[config.mk]
export PLATFORM = sky130hd
export DESIGN_NAME = mont_mul_radix2
export DESIGN_NICKNAME = d
export VERILOG_FILES = /design/src/rtl/mont_mul_radix2.sv
export SDC_FILE = /design/constraint.sdc
export NUM_CORES = 1
export LEC_CHECK = 0
export ABC_AREA = 0
export CAP_MARGIN = 40
export CORE_ASPECT_RATIO = 1.25
export CORE_UTILIZATION = 40
export CTS_CLUSTER_SIZE = 20
export DETAILED_ROUTE_END_ITERATION = 8
export PLACE_DENSITY = 0.69
export SLEW_MARGIN = 15
export SYNTH_ARGS = -nofsm -noshare
export SYNTH_HDL_FRONTEND = slang
export SYNTH_SLANG_ARGS = --single-unit
[constraint.sdc]
create_clock -name clk -period 9.7 [get_ports clk]
set_clock_uncertainty 0.1 [all_clocks]
set_input_delay 1.455 -clock clk [delete_from_list [all_inputs] [get_ports clk]]
set_output_delay 1.455 -clock clk [all_outputs]
set_load 0.01 [all_outputs]
[src/rtl/mont_mul_radix2.sv]
// mont_mul_radix2: bit-serial radix-2 Montgomery multiplier, R = A*B*2^-K mod M.
// One multiplier bit per clock, followed by a single correction subtract.
// Optional build macro MONT_INPUT_CHECK_EN adds operand checking and the err output.

module cla_adder #(
  parameter int W = 8
) (
  input  logic [W-1:0] a,
  input  logic [W-1:0] b,
  input  logic         cin,
  output logic [W-1:0] sum,
  output logic         cout
);
  logic [W-1:0] g;
  logic [W-1:0] p;
  logic         gacc;
  logic         pacc;
  logic         cgrp;
  logic         ccur;

  assign g = a & b;
  assign p = a ^ b;

  // 4-bit lookahead groups; each carry inside a group is formed from the group's incoming carry
  always_comb begin
    sum  = '0;
    ccur = cin;
    cgrp = cin;
    gacc = 1'b0;
    pacc = 1'b1;
    for (int k = 0; k < W; k++) begin
      if (k % 4 == 0) begin
        cgrp = ccur;
        gacc = 1'b0;
        pacc = 1'b1;
      end
      sum[k] = p[k] ^ ccur;
      gacc   = g[k] | (p[k] & gacc);
      pacc   = pacc & p[k];
      ccur   = gacc | (pacc & cgrp);
    end
    cout = ccur;
  end
endmodule

module mont_mul_radix2 #(
  parameter int K = 32
) (
  input  logic         clk,
  input  logic         rst_n,
  input  logic         start,
  input  logic [K-1:0] a_in,
  input  logic [K-1:0] b_in,
  input  logic [K-1:0] m_in,
  output logic         busy,
  output logic         done,
`ifdef MONT_INPUT_CHECK_EN
  output logic         err,
`endif
  output logic [K-1:0] result
);
  localparam int IW = $clog2(K);

  typedef enum logic [1:0] {IDLE, LOOP, CORR, DONE} state_t;

  state_t          state;
  logic [K-1:0]    a_q;
  logic [K-1:0]    b_q;
  logic [K-1:0]    m_q;
  logic [K+1:0]    s_q;
  logic [IW-1:0]   i_q;

  logic            q_bit;
  logic [K+1:0]    add1_b;
  logic [K+1:0]    t1;
  logic            t1_c;
  logic [K+1:0]    add2_b;
  logic [K+1:0]    t2_low;
  logic            t2_c;
  logic [K+2:0]    t2;
  logic [K+1:0]    d_sum;
  logic            d_c;
  logic            unused_bits;

  assign q_bit  = s_q[0] ^ (a_q[i_q] & b_q[0]);
  assign add1_b = a_q[i_q] ? {2'b00, b_q} : '0;
  assign add2_b = q_bit ? {2'b00, m_q} : '0;
  assign t2     = {t2_c, t2_low};

  // T1 = S + A[i]*B
  cla_adder #(.W(K+2)) u_add1 (.a(s_q), .b(add1_b), .cin(1'b0), .sum(t1), .cout(t1_c));
  // T2 = T1 + q*M; the carry-out is kept so the halving never loses a bit
  cla_adder #(.W(K+2)) u_add2 (.a(t1), .b(add2_b), .cin(1'b0), .sum(t2_low), .cout(t2_c));
  // D = S - M; carry-out high means S >= M
  cla_adder #(.W(K+2)) u_sub (.a(s_q), .b(~{2'b00, m_q}), .cin(1'b1), .sum(d_sum), .cout(d_c));

  // T1 cannot overflow under S < 2M, T2 is always even, and D's top bits are discarded
  assign unused_bits = ^{t1_c, t2_low[0], d_sum[K+1:K]};

`ifdef MONT_INPUT_CHECK_EN
  logic bad_ops;
  assign bad_ops = ~m_in[0] | (a_in >= m_in) | (b_in >= m_in);
`endif

  // Controller and datapath registers: capture, iterate, correct, report
  always_ff @(posedge clk) begin
    if (!rst_n) begin
      state  <= IDLE;
      busy   <= 1'b0;
      done   <= 1'b0;
      result <= '0;
      s_q    <= '0;
      i_q    <= '0;
      a_q    <= '0;
      b_q    <= '0;
      m_q    <= '0;
`ifdef MONT_INPUT_CHECK_EN
      err    <= 1'b0;
`endif
    end else begin
      done <= 1'b0;
      case (state)
        IDLE: begin
          if (start) begin
            a_q <= a_in;
            b_q <= b_in;
            m_q <= m_in;
            s_q <= '0;
            i_q <= '0;
`ifdef MONT_INPUT_CHECK_EN
            err <= bad_ops;
            if (bad_ops) begin
              result <= '0;
              done   <= 1'b1;
              state  <= DONE;
            end else begin
              busy  <= 1'b1;
              state <= LOOP;
            end
`else
            busy  <= 1'b1;
            state <= LOOP;
`endif
          end
        end
        LOOP: begin
          s_q <= t2[K+2:1];
          if (i_q == IW'(K-1)) state <= CORR;
          else i_q <= i_q + IW'(1);
        end
        CORR: begin
          result <= d_c ? d_sum[K-1:0] : s_q[K-1:0];
          done   <= 1'b1;
          busy   <= 1'b0;
          state  <= DONE;
        end
        DONE: state <= IDLE;
        default: state <= IDLE;
      endcase
    end
  end
endmodule
* Word-level counts from Yosys, hierarchy flattened
Index checks and enable logic that the tools add are counted.
** Storage, ports and cells
- Bits in registers :: 171
- Bits of input ports :: 99
- Output and inout bits :: 34
- Word-level logic and storage cells :: 545
** Operators by class
- $add $sub $neg :: 1
- Order comparisons :: 1
- Equality and inequality tests :: 7
- Muxes and demuxes :: 16
- Bitwise logic cells :: 503
- Reductions and logical operators :: 8
** Operator list (count)
- 1-bit AND :: 231
- 1-bit bitwise OR :: 166
- 1-bit bitwise XOR :: 98
- 32-bit 2-to-1 mux :: 3
- 34-bit case mux with 2 select lines :: 1
- 34-bit by 32-bit bitwise XOR with 34-bit output :: 2
- 34-bit by 32-bit AND with 34-bit output :: 1
- 34-bit AND :: 1
- 34-bit 2-to-1 mux :: 1
- 32-bit NOT with 34-bit output :: 1
- 34-bit bitwise XOR :: 1
- 33-bit by 32-bit AND with 33-bit output :: 1
- 5-bit 2-to-1 mux :: 2
- 5-bit case mux with 2 select lines :: 1
- 2-bit case mux with 4 select lines :: 1
- 2-bit AND reduction :: 4
- 5-bit by 6-bit < comparator with 1-bit output (second input constant) :: 1
- 2-bit inequality test (second input constant) :: 3
- 5-bit by 1-bit adder with 5-bit output (second input constant) :: 1
- 1-bit binary-select mux with 5-bit select :: 1
- 5-bit == test (second input constant) :: 1
- 2-bit == test (second input constant) :: 2
- 2-bit 2-to-1 mux :: 2
- 2-bit nonzero test :: 2
- 6 further kinds :: 8

* Longest topological paths before layout
Gate-level depths: netlist (run 1).
- Depth in word-level cells :: 52
- Depth in mapped cells :: 35
- Depth with buffers taken out :: 33

* Modules after synthesis
From an unflattened synthesis (run 1), not the netlist that was laid out.
** Second synthesis, totals
- Cell total of the unflattened synthesis :: 1455
- Area total of the unflattened synthesis :: 12243.0 um^2
** Modules (own cells, without submodules)
- mont_mul_radix2 :: instances 1, cells an instance 871, area each 7641.1 um^2, sequential area each 3423.3 um^2
- cla_adder at u_sub :: instances 1, cells an instance 195, area each 1546.5 um^2, sequential area each 0.0 um^2
- cla_adder at u_add1 :: instances 1, cells an instance 196, area each 1545.2 um^2, sequential area each 0.0 um^2
- cla_adder at u_add2 :: instances 1, cells an instance 193, area each 1510.2 um^2, sequential area each 0.0 um^2

* Worst setup path before layout (run 1)
No wires, ideal clock.
- Path type :: reg2reg
- From :: register i_q[0]
- To :: register s_q[32]
- Library setup time :: 0.118 ns
- Arrival time :: 7.330 ns
- Slack :: 2.151 ns
- Cell stages (with the launch flop) :: 34
- Cell sequence :: dfxtp_1 -> buf_1 -> mux4_2 -> mux4_2 -> mux2i_1 -> clkbuf_1 -> nor2b_1 -> ha_1 -> inv_1 -> fa_1 -> fa_1 -> fa_1 -> nor2b_1 -> o2111ai_1 -> nand4_1 -> a32o_1 -> a31oi_1 -> nand2b_1 -> o21ai_0 -> fa_1 -> xor2_1 -> ha_1 -> a21o_1 -> a2111oi_0 -> a21oi_1 -> a211o_1 -> a21o_1 -> a21oi_1 -> inv_1 -> ha_1 -> xnor2_1 -> xnor2_1 -> a22oi_1 -> nor2b_1
** Between the ends
- Longest elaborated chain between the ends :: 37
- Elaborated cells on any way between the ends :: 257
- Those cells by class :: mux: 5; bitwise: 252
** RTL lines
- start, declared :: line 71 : logic [IW-1:0] i_q;
- start signal, assigned :: line 149 : else i_q <= i_q + IW'(1);
- 1-bit binary-select mux with 5-bit select (*) :: line 85, 86
- 1-bit 2-to-1 mux (implied by the code) (*) :: line 85, 86
- 32-bit 2-to-1 mux :: line 86 : assign add1_b = a_q[i_q] ? {2'b00, b_q} : '0;
- 34-bit by 32-bit bitwise XOR with 34-bit output / 33-bit by 32-bit AND with 33-bit output (equally long branches) :: line 22, 21
- 1-bit AND :: line 38 : gacc = g[k] | (p[k] & gacc);
- 1-bit bitwise OR :: line 38
- 1-bit AND :: line 38
- 1-bit bitwise OR :: line 38
- (+21 left out)
- 1-bit bitwise OR / 1-bit AND (equally long branches) :: line 38, 40
- 1-bit AND / 1-bit bitwise OR (equally long branches) :: line 38, 40
- 1-bit bitwise OR / 1-bit AND (equally long branches) :: line 38, 40
- 1-bit bitwise OR :: line 40 : ccur = gacc | (pacc & cgrp);
- 1-bit AND :: line 40
- 1-bit bitwise OR :: line 40
- 1-bit bitwise XOR (*) :: line 37 : sum[k] = p[k] ^ ccur;
- 34-bit case mux with 2 select lines (*) :: line 122 : case (state)
- end signal, assigned :: line 147 : s_q <= t2[K+2:1];
- end, declared :: line 70 : logic [K+1:0] s_q;
Every way passes the cells marked *; elsewhere a longest branch is shown, timed or not. The select of a mux whose other input is x is not followed.
A chain may end at the register's enable or synchronous reset.

* Worst setup path after layout (run 1)
Same ends and word-level chain as after synthesis.

==> flow_metrics.tcl, run 1 <==
set metrics [dict create \
    outcome "completed" \
    layout_common_cells "nand2_1, dfxtp_1, clkdlybuf4s50_1, a21boi_0, ha_1" \
    vdd_drop_max_mv 0.1716 \
    cts_resized 0 \
    tritoncts "done" \
    synth.avg_cell_area_um2 8.309 \
    vias 9293 \
    first_iter_violations 461 \
    dpl_cell_area_um2 12710 \
    critPathSlowestCell "dfxtp_1" \
    cp.arrival_ps 8490 \
    r2r_slack_ps 1500 \
    regArea_um2 3423 \
    ant_nets 0 \
    hold_viol 0 \
    path_max_fanout 12 \
    tns_ps 0 \
    endpoint_kind "flip-flop" \
    hold-worst-slack_ps 359.9 \
    rows 67 \
    synth.yosys.seq_area_share_pct 30.88 \
    post_route_cells_drive_above_1_share_pct 4.785 \
    root_buffer "clkbuf_16" \
    setup_viol 0 \
    synthFlopType "dfxtp_1" \
    critPathRequiredTime_ps 9990 \
    cp_top_family "compound AO/OA/AOI/OAI gates" \
    cts_setup_buffers 0 \
    critPathMaxStageDelay_ps 720 \
    grt_max_degree 97 \
    synth_edf_count 0 \
    setup_ws_ps 1504 \
    ctsHoldBuffers 0 \
    clk_latency_ps 450 \
    pre_cts_ws_ps 1555 \
    critPathLaunchType "flip-flop" \
    place_hpwl_um 20500 \
    max_freq_mhz 122.0 \
    finalCritPeriodShare_pct 84.50 \
    multi_input_area_um2 7082 \
    synthesis.nets 1557 \
    mostFrequentLayoutCell "nand2_1" \
    grt_pass1_vias 9246 \
    syn_to_final_growth_pct 20.01 \
    antenna_found_initial 0 \
    routed_wl_um 27640 \
    ys_types 61 \
    cts_buffers 17 \
    viasPerCell 5.200 \
    cellLeakagePower_nw 5.593 \
    crit_top_cell "fa_1" \
    drc 0 \
    grt_overflow 0 \
    tightest_slew_ps 894.6 \
    wl_per_cell_um 15.47 \
    rsz0062_at_grt "no" \
    period_needed_ps 8196 \
    slew_viol_final 0 \
    nets 1652 \
    grt_pass1_wl_um 46130 \
    ys_ff_latch 171 \
    fp.coreArea_um2 26990 \
    die_w_um 150.9 \
    layoutNonFillerInstCount 1787 \
    place.gp.congestion 0.8882 \
    netlist_area_um2 11080 \
    cts.sinks 171 \
    synthArstFlopShare_pct 0 \
    max_cap_violations 0 \
    place_inst 1755 \
    io_pins 133 \
    htreeDepth 4 \
    critPathBufInv 2 \
    n_fill_cell 2585 \
    power_density_nw_per_um2 193.9 \
    dieArea_um2 28380 \
    antenna_cells 0 \
    grt_usage_pct 20.53 \
    design_area_um2 13300 \
    hold_class "reg2reg" \
    syn_inst 1334 \
    yosysWarningCount 0 \
    dr.pass1.iters 5 \
    critical_path_class "reg2reg" \
    relSlewSlack_pct 40.36 \
    initial_core_util_pct 41.06 \
    cts_buffer_depth 2 \
    portBuffers 132 \
    die_y_um 188.1 \
    clkTransAtPathRegs_ps 80 \
]
logic make-up (layout without fill, tap and decap cells):
logic type                 count (synthesis)  after routing  synth area share (%)
and+or+nand+nor                          500            500                 21.15
AOI/OAI and AO/OA                        313            313                 19.69
DFF                                      171            171                 30.88
buffers and inverters                    152            260                 5.328
adders and majority gates                124            124                 15.83
xor gates and xnor gates                  61             61                 4.820
muxes                                     13             13                 2.303
per-stage QoR:
step                      util, %  total power [W]
after global placement      46.78         0.001850
after CTS                   49.28         0.002607
after global routing        49.28         0.002750
final                       49.28         0.002580
after detailed placement    47.08         0.001904
after floorplan                 -         0.001547
layer usage:
layer  part of all wire [%]  wire length [µm]  GRT usage [%]
met5                      0                 0              0
met4                    2.2               595          7.231
met3                    3.6               986          3.260
met2                     50             13750          35.76
met1                     45             12310          25.19
where the power goes:
group	switching, W	internal, W
clock network	0.000323	0.000379
logic	0.000557	0.000400
registers	0.0000964	0.000824
worst min-delay path, cell delays in order (launching register included):
cell and delay (ps):
dfxtp_1 310, nand2_1 40, a21boi_0 60
final timing paths:
kind	cells past startpoint	to	from
worst max-delay path	31	s_q[32]$_SDFFE_PN0P_	i_q[0]$_SDFFE_PN0P_
worst min-delay path	2	b_q[30]$_SDFFE_PN0P_	b_q[30]$_SDFFE_PN0P_
worst max register to register	31	s_q[32]$_SDFFE_PN0P_	i_q[0]$_SDFFE_PN0P_
worst min register to register	2	b_q[30]$_SDFFE_PN0P_	b_q[30]$_SDFFE_PN0P_
sequential cells by signal, indices dropped and copies added (netlist names):
name,cells
busy,1
a_q,32
s_q,34
state,2
done,1
b_q,32
i_q,5
m_q,32
result,32
area by class of cell:
type / instances / area share, %
timing repair buffer: 145 / 10.98
clock inverter: 13 / 1.063
multi-input combinational: 1011 / 53.24
clock buffer: 19 / 3.405
sequential: 171 / 25.73
tap: 345 / 3.245
inverter: 83 / 2.342
Yosys cell counts, types with 6 or more instances:
cell type	count	area share (%)
dfxtp_1	171	31
a21boi_0	104	7.0
inv_1	83	2.8
o21a_1	7	0.47
and2_1	38	2.1
and3_1	8	0.45
ha_1	97	11
nor2b_1	53	3.0
o21bai_1	7	0.47
buf_1	8	0.27
a21oi_1	42	1.9
xnor2_1	31	2.4
nand4b_1	7	0.55
a31oi_1	26	1.5
a21o_1	21	1.4
fa_1	27	4.9
nand3b_1	11	0.75
o21ai_0	46	2.1
nor3_1	6	0.27
nand2_1	283	9.6
clkbuf_1	57	1.9
nand2b_1	16	0.90
nand3_1	26	1.2
nand4_1	12	0.68
a22oi_1	16	1.1
nor2_1	32	1.1
mux4_2	10	2.0
xor2_1	30	2.4
No activity file was read; power rests on OpenSTA's default activity.
==> inputs of run 2 (changes only) <==
--- a/config.mk
+++ b/config.mk
@@ -11,7 +11,7 @@
 export CORE_UTILIZATION = 40
 export CTS_CLUSTER_SIZE = 20
 export DETAILED_ROUTE_END_ITERATION = 8
-export PLACE_DENSITY = 0.69
+export PLACE_DENSITY = 0.72
 export SLEW_MARGIN = 15
 export SYNTH_ARGS = -nofsm -noshare
 export SYNTH_HDL_FRONTEND = slang
==> constraint.sdc (replaced) <==
create_clock -name clk -period 6.9 [get_ports clk]
set_clock_uncertainty 0.1 [all_clocks]
set_input_delay 1.035 -clock clk [delete_from_list [all_inputs] [get_ports clk]]
set_output_delay 1.035 -clock clk [all_outputs]
set_load 0.01 [all_outputs]
==> flow_metrics.tcl, run 2 (synthesized netlist as in run 1, its figures left out) <==
set metrics [dict create \
    hold_depth 2 \
    switching_share_pct 37.80 \
    relSlewSlack_pct 40.96 \
    critPathSlowestCell "fa_2" \
    critPathLaunchType "flip-flop" \
    dr.pass1.iters 4 \
    portBuffers 132 \
    rsz0062_at_grt "yes" \
    dpl_cell_area_um2 13010 \
    hold_class "reg2reg" \
    grt_pass1_wl_um 47120 \
    critPathRequiredTime_ps 7140 \
    cp.arrival_ps 7320 \
    dieArea_um2 28380 \
    io_pins 133 \
    root_buffer "clkbuf_16" \
    cp_top_family "compound AO/OA/AOI/OAI gates" \
    post_route_cells_drive_above_1_share_pct 10.01 \
    die_w_um 150.9 \
    cts_buffers 17 \
    p_comb_share_pct 38.1 \
    setup_viol 1 \
    max_cap_violations 0 \
    gr-usage-met1_pct 25.22 \
    rows 67 \
    largest_reg_flops 34 \
    internal-power_w 0.002322 \
    top_register "s_q" \
    period_needed_ps 7082 \
    grt_use_met2_pct 36.52 \
    slew_viol_final 0 \
    failed_checks "negative setup slack" \
    clk_latency_ps 450 \
    sequentialPowerShare_pct 34.5 \
    antenna_cells 0 \
    first_iter_violations 408 \
    path_max_fanout 4 \
    wl_per_cell_um 15.72 \
    cts.sinks 171 \
    crit_top_cell "fa_2" \
    grt_usage_pct 21.09 \
    place.gp.congestion 0.8975 \
    clkPwrFrac_pct 27.4 \
    die_y_um 188.1 \
    htreeDepth 4 \
    n_fill_cell 2545 \
    vias 9560 \
    antenna_found_initial 0 \
    viasPerCell 5.215 \
    finalCritPeriodShare_pct 102.6 \
    design_area_um2 13940 \
    max_freq_mhz 141.2 \
    tightest_slew_ps 885.6 \
    syn_to_final_growth_pct 25.77 \
    endpoint_kind "flip-flop" \
    outcome "finished with violations" \
    vdd_drop_max_mv 0.1733 \
    nets 1698 \
    timing.rr.start "i_q[0]$_SDFFE_PN0P_" \
    min_from "b_q[23]$_SDFFE_PN0P_" \
    power_switching_w 0.001411 \
    setup_ws_ps -182.0 \
    fp.coreArea_um2 26990 \
    grt_max_degree 80 \
    critical_path_class "reg2reg" \
    use_met3_pct 3.966 \
    grt.busiest_layer "met2" \
    ant_nets 0 \
    grt_pass1_vias 9496 \
    grt_overflow 0 \
    r2r_cells 32 \
    layoutNonFillerInstCount 1833 \
    r2r_end "s_q[32]$_SDFFE_PN0P_" \
    place_hpwl_um 21070 \
    critPathBufInv 3 \
    drc 0 \
    min_to "b_q[23]$_SDFFE_PN0P_" \
    tns_ps -182.0 \
    cts_buffer_depth 2 \
    critPathMaxStageDelay_ps 430 \
    hold_viol 0 \
    initial_core_util_pct 41.06 \
    clkTransAtPathRegs_ps 80 \
    power_w 0.003733 \
    power_density_nw_per_um2 267.8 \
    r2r_slack_ps -180 \
    routed_wl_um 28810 \
    utilization_pct 51.65 \
    place_inst 1786 \
    cellLeakagePower_nw 5.891 \
    mostFrequentLayoutCell "nand2_1" \
    tritoncts "done" \
    layout_common_cells "nand2_1, dfxtp_1, clkdlybuf4s50_1, a21boi_0, ha_1" \
]
==> run 2: layer usage <==
layer  wire, µm  up-vias
li1           -     4827
met1      12440     4464
met5          0        -
met4        888        0
met2      14320      211
met3       1152       58
==> run 2: worst max path at each step <==
stage	from	endpoint	slack (ps)	depth (start not counted)
after floorplan	i_q[0]$_SDFFE_PN0P_	s_q[32]$_SDFFE_PN0P_	2	32
after global placement	i_q[0]$_SDFFE_PN0P_	s_q[32]$_SDFFE_PN0P_	-120	29
after detailed placement	i_q[0]$_SDFFE_PN0P_	s_q[32]$_SDFFE_PN0P_	-320	29
after global routing	i_q[0]$_SDFFE_PN0P_	s_q[32]$_SDFFE_PN0P_	-490	32
after CTS	i_q[0]$_SDFFE_PN0P_	s_q[32]$_SDFFE_PN0P_	30	31
final	i_q[0]$_SDFFE_PN0P_	s_q[32]$_SDFFE_PN0P_	-180	32
==> run 2: repair_timing <==
action | 4_1_cts | 5_1_grt
hold buffers | 0 | 0
endpoints found under the setup margin | 8 | 10
gates resized for setup | 18 | 25
pin swaps | 17 | 28
buffers inserted | 7 | 8
==> run 2: per-stage QoR <==
stage	worst slack, ps	hold WS, ps
2_1_floorplan	1.965	338.9
3_3_place_gp	-116.3	353.5
3_5_place_dp	-317.1	352.7
4_1_cts	25.16	363.5
5_1_grt	-485.7	377.9
6_report	-182.0	361.7
==> run 2: worst min-delay path: cells and delay by family, from the launching register on <==
kind               cells  cell delay, ps
DFF                    1             310
AOI/OAI and AO/OA      1              60
and+or+nand+nor        1              40
==> run 2: layout make-up <==
| cell class | instances | area, µm² | area share, % |
|---|---|---|---|
| tap | 345 | 431.7 | 3.096 |
| clock buffer | 17 | 425.4 | 3.052 |
| sequential | 171 | 3427 | 24.58 |
| clock inverter | 15 | 192.7 | 1.382 |
| inverter | 83 | 311.5 | 2.235 |
| multi-input combinational | 1011 | 7279 | 52.22 |
| timing repair buffer | 191 | 1873 | 13.44 |
==> run 2: power by group through the flow <==
stage                     logic (W)  clock network (W)  registers, W
final                       0.00142            0.00102       0.00129
after global routing        0.00158            0.00108       0.00131
after CTS                   0.00142            0.00104       0.00129
after detailed placement    0.00138                  0       0.00131
after global placement      0.00130                  0       0.00131
after floorplan            0.000902                  0       0.00128
==> inputs of run 3 (changes only) <==
--- a/config.mk
+++ b/config.mk
@@ -12,7 +12,7 @@
 export CTS_CLUSTER_SIZE = 20
 export DETAILED_ROUTE_END_ITERATION = 8
 export PLACE_DENSITY = 0.72
-export SLEW_MARGIN = 15
+export SLEW_MARGIN = 20
 export SYNTH_ARGS = -nofsm -noshare
 export SYNTH_HDL_FRONTEND = slang
 export SYNTH_SLANG_ARGS = --single-unit
==> flow_metrics.tcl, run 3 (synthesized netlist as in run 1, its figures left out) <==
set metrics [dict create \
    dieArea_um2 28380 \
    sequentialPowerShare_pct 35.2 \
    wl_per_cell_um 15.66 \
    viasPerCell 5.228 \
    internal-power_w 0.002271 \
    path_max_fanout 4 \
    first_iter_violations 433 \
    endpoint_kind "flip-flop" \
    cellLeakagePower_nw 5.859 \
    ctsHoldBuffers 0 \
    initial_core_util_pct 41.06 \
    grt_pass1_vias 9597 \
    rsz0062_at_grt "yes" \
    largest_reg_flops 34 \
    cts.sinks 171 \
    layoutNonFillerInstCount 1832 \
    use_met3_pct 4.185 \
    hold_class "reg2reg" \
    dr.pass1.iters 5 \
    setup_ws_ps -0.5658 \
    io_pins 133 \
    critPathRequiredTime_ps 7140 \
    place.gp.congestion 0.8975 \
    timing.rr.start "i_q[0]$_SDFFE_PN0P_" \
    grt_use_met2_pct 36.40 \
    relSlewSlack_pct 41.86 \
    p_comb_share_pct 38.5 \
    die_y_um 188.1 \
    grt.busiest_layer "met2" \
    slew_viol_final 0 \
    r2r_slack_ps -0.6 \
    tightest_slew_ps 872.0 \
    design_area_um2 13840 \
    r2r_cells 34 \
    period_needed_ps 6901 \
    nets 1697 \
    rows 67 \
    fp.coreArea_um2 26990 \
    ant_nets 0 \
    n_fill_cell 2566 \
    max_freq_mhz 144.9 \
    dpl_cell_area_um2 13000 \
    tritoncts "done" \
    hold-worst-slack_ps 360.0 \
    crit_start "i_q[0]$_SDFFE_PN0P_" \
    clkTransAtPathRegs_ps 80 \
    pre_cts_ws_ps -334.0 \
    crit_top_cell "fa_2" \
    syn_to_final_growth_pct 24.90 \
    utilization_pct 51.29 \
    antenna_found_initial 1 \
    multi_input_area_um2 7266 \
    place_hpwl_um 21070 \
    vdd_drop_max_mv 0.2076 \
    drc 0 \
    grt_pass1_wl_um 46890 \
    switching_share_pct 37.95 \
    root_buffer "clkbuf_16" \
    cts_buffers 17 \
    portBuffers 132 \
    cp.arrival_ps 7140 \
    htreeDepth 4 \
    clk_latency_ps 450 \
    power_switching_w 0.001389 \
    regArea_um2 3427 \
    critPathMaxStageDelay_ps 510 \
    gr-usage-met1_pct 24.72 \
    finalCritPeriodShare_pct 100.0 \
    hold_viol 0 \
    power_density_nw_per_um2 264.3 \
    critPathSlowestCell "mux4_2" \
    die_w_um 150.9 \
    vias 9578 \
    clkPwrFrac_pct 26.4 \
    setup_viol 1 \
    max_cap_violations 0 \
    grt_usage_pct 20.91 \
    top_register "s_q" \
    post_route_cells_drive_above_1_share_pct 10.02 \
    layout_common_cells "nand2_1, dfxtp_1, clkdlybuf4s50_1, a21boi_0, ha_1" \
    place_inst 1786 \
    critPathLaunchType "flip-flop" \
    grt_overflow 0 \
    cts_buffer_depth 2 \
    grt_max_degree 78 \
    endpoint "s_q[32]$_SDFFE_PN0P_" \
    antenna_cells 0 \
    routed_wl_um 28690 \
    outcome "finished with violations" \
    critical_path_class "reg2reg" \
    r2r_end "s_q[32]$_SDFFE_PN0P_" \
    mostFrequentLayoutCell "nand2_1" \
    failed_checks "negative setup slack" \
]
run 3: changes by cell type in the layout (fill, tap and decap cells not counted), moves of 2 or more:
| cell | previous run | this run |
|---|---|---|
| o21ai_1 | 4 | 2 |
| o21ai_2 | 0 | 2 |
| ha_4 | 3 | 1 |
| ha_1 | 92 | 94 |
| inv_6 | 5 | 9 |
| inv_8 | 5 | 2 |
| buf_6 | 5 | 3 |
run 3: through the flow:
| step | total power, W | TNS (ps) |
|---|---|---|
| 3_3_place_gp | 0.002608 | -116.3 |
| 2_1_floorplan | 0.002181 | 0 |
| 3_5_place_dp | 0.002688 | -776.1 |
| 6_report | 0.003660 | -0.5658 |
| 5_1_grt | 0.003896 | -285.8 |
| 4_1_cts | 0.003680 | 0 |
run 3: critical path, delay by kind of cell (launching register included):
| kind | cells | cell delay, ps |
|---|---|---|
| AO/OA/AOI/OAI | 12 | 2150 |
| AND/OR/NAND/NOR | 5 | 520 |
| multiplexers | 3 | 1230 |
| flip-flops | 1 | 390 |
| XOR/XNOR | 3 | 400 |
| adder cells (fa/ha/maj) | 7 | 1640 |
| buffers and inverters | 4 | 350 |
run 3: power by group through the flow:
stage,combinational [W],clock (W),sequential [W]
6_report,0.00141,0.000965,0.00129
5_1_grt,0.00156,0.00102,0.00131
4_1_cts,0.00141,0.000984,0.00129
3_5_place_dp,0.00137,0,0.00132
3_3_place_gp,0.00130,0,0.00131
2_1_floorplan,0.000902,0,0.00128
run 3: per-layer routing:
| layer | share of wire (%) | vias up | routed length (µm) |
|---|---|---|---|
| li1 | - | 4839 | - |
| met1 | 43 | 4487 | 12370 |
| met2 | 50 | 193 | 14210 |
| met3 | 4.1 | 57 | 1164 |
| met4 | 3.3 | 2 | 933 |
| met5 | 0.038 | - | 11 |
run 3: area by class of cell:
type | count | share of cell area [%]
Multi-Input combinational cell | 1011 | 52.48
Clock buffer | 18 | 3.100
Clock inverter | 14 | 1.039
Inverter | 83 | 2.250
Tap cell | 345 | 3.118
Sequential cell | 171 | 24.75
Timing Repair Buffer | 190 | 13.26
run 3: repair_timing:
| action | CTS | global route |
|---|---|---|
| pin swaps | 12 | 16 |
| cloned | 0 | 1 |
| buffers inserted | 6 | 7 |
| resized for setup | 17 | 26 |
| setup endpoints to repair | 8 | 13 |
run 3: worst min-delay path by stage:
stage	from	to	slack, ps	depth (start not counted)
floorplan	b_q[0]$_SDFFE_PN0P_	b_q[0]$_SDFFE_PN0P_	340	2
global placement	b_q[24]$_SDFFE_PN0P_	b_q[24]$_SDFFE_PN0P_	350	2
detailed placement	b_q[22]$_SDFFE_PN0P_	b_q[22]$_SDFFE_PN0P_	350	2
CTS	b_q[23]$_SDFFE_PN0P_	b_q[23]$_SDFFE_PN0P_	360	2
global route	b_q[23]$_SDFFE_PN0P_	b_q[23]$_SDFFE_PN0P_	390	2
finish	b_q[25]$_SDFFE_PN0P_	b_q[25]$_SDFFE_PN0P_	360	2
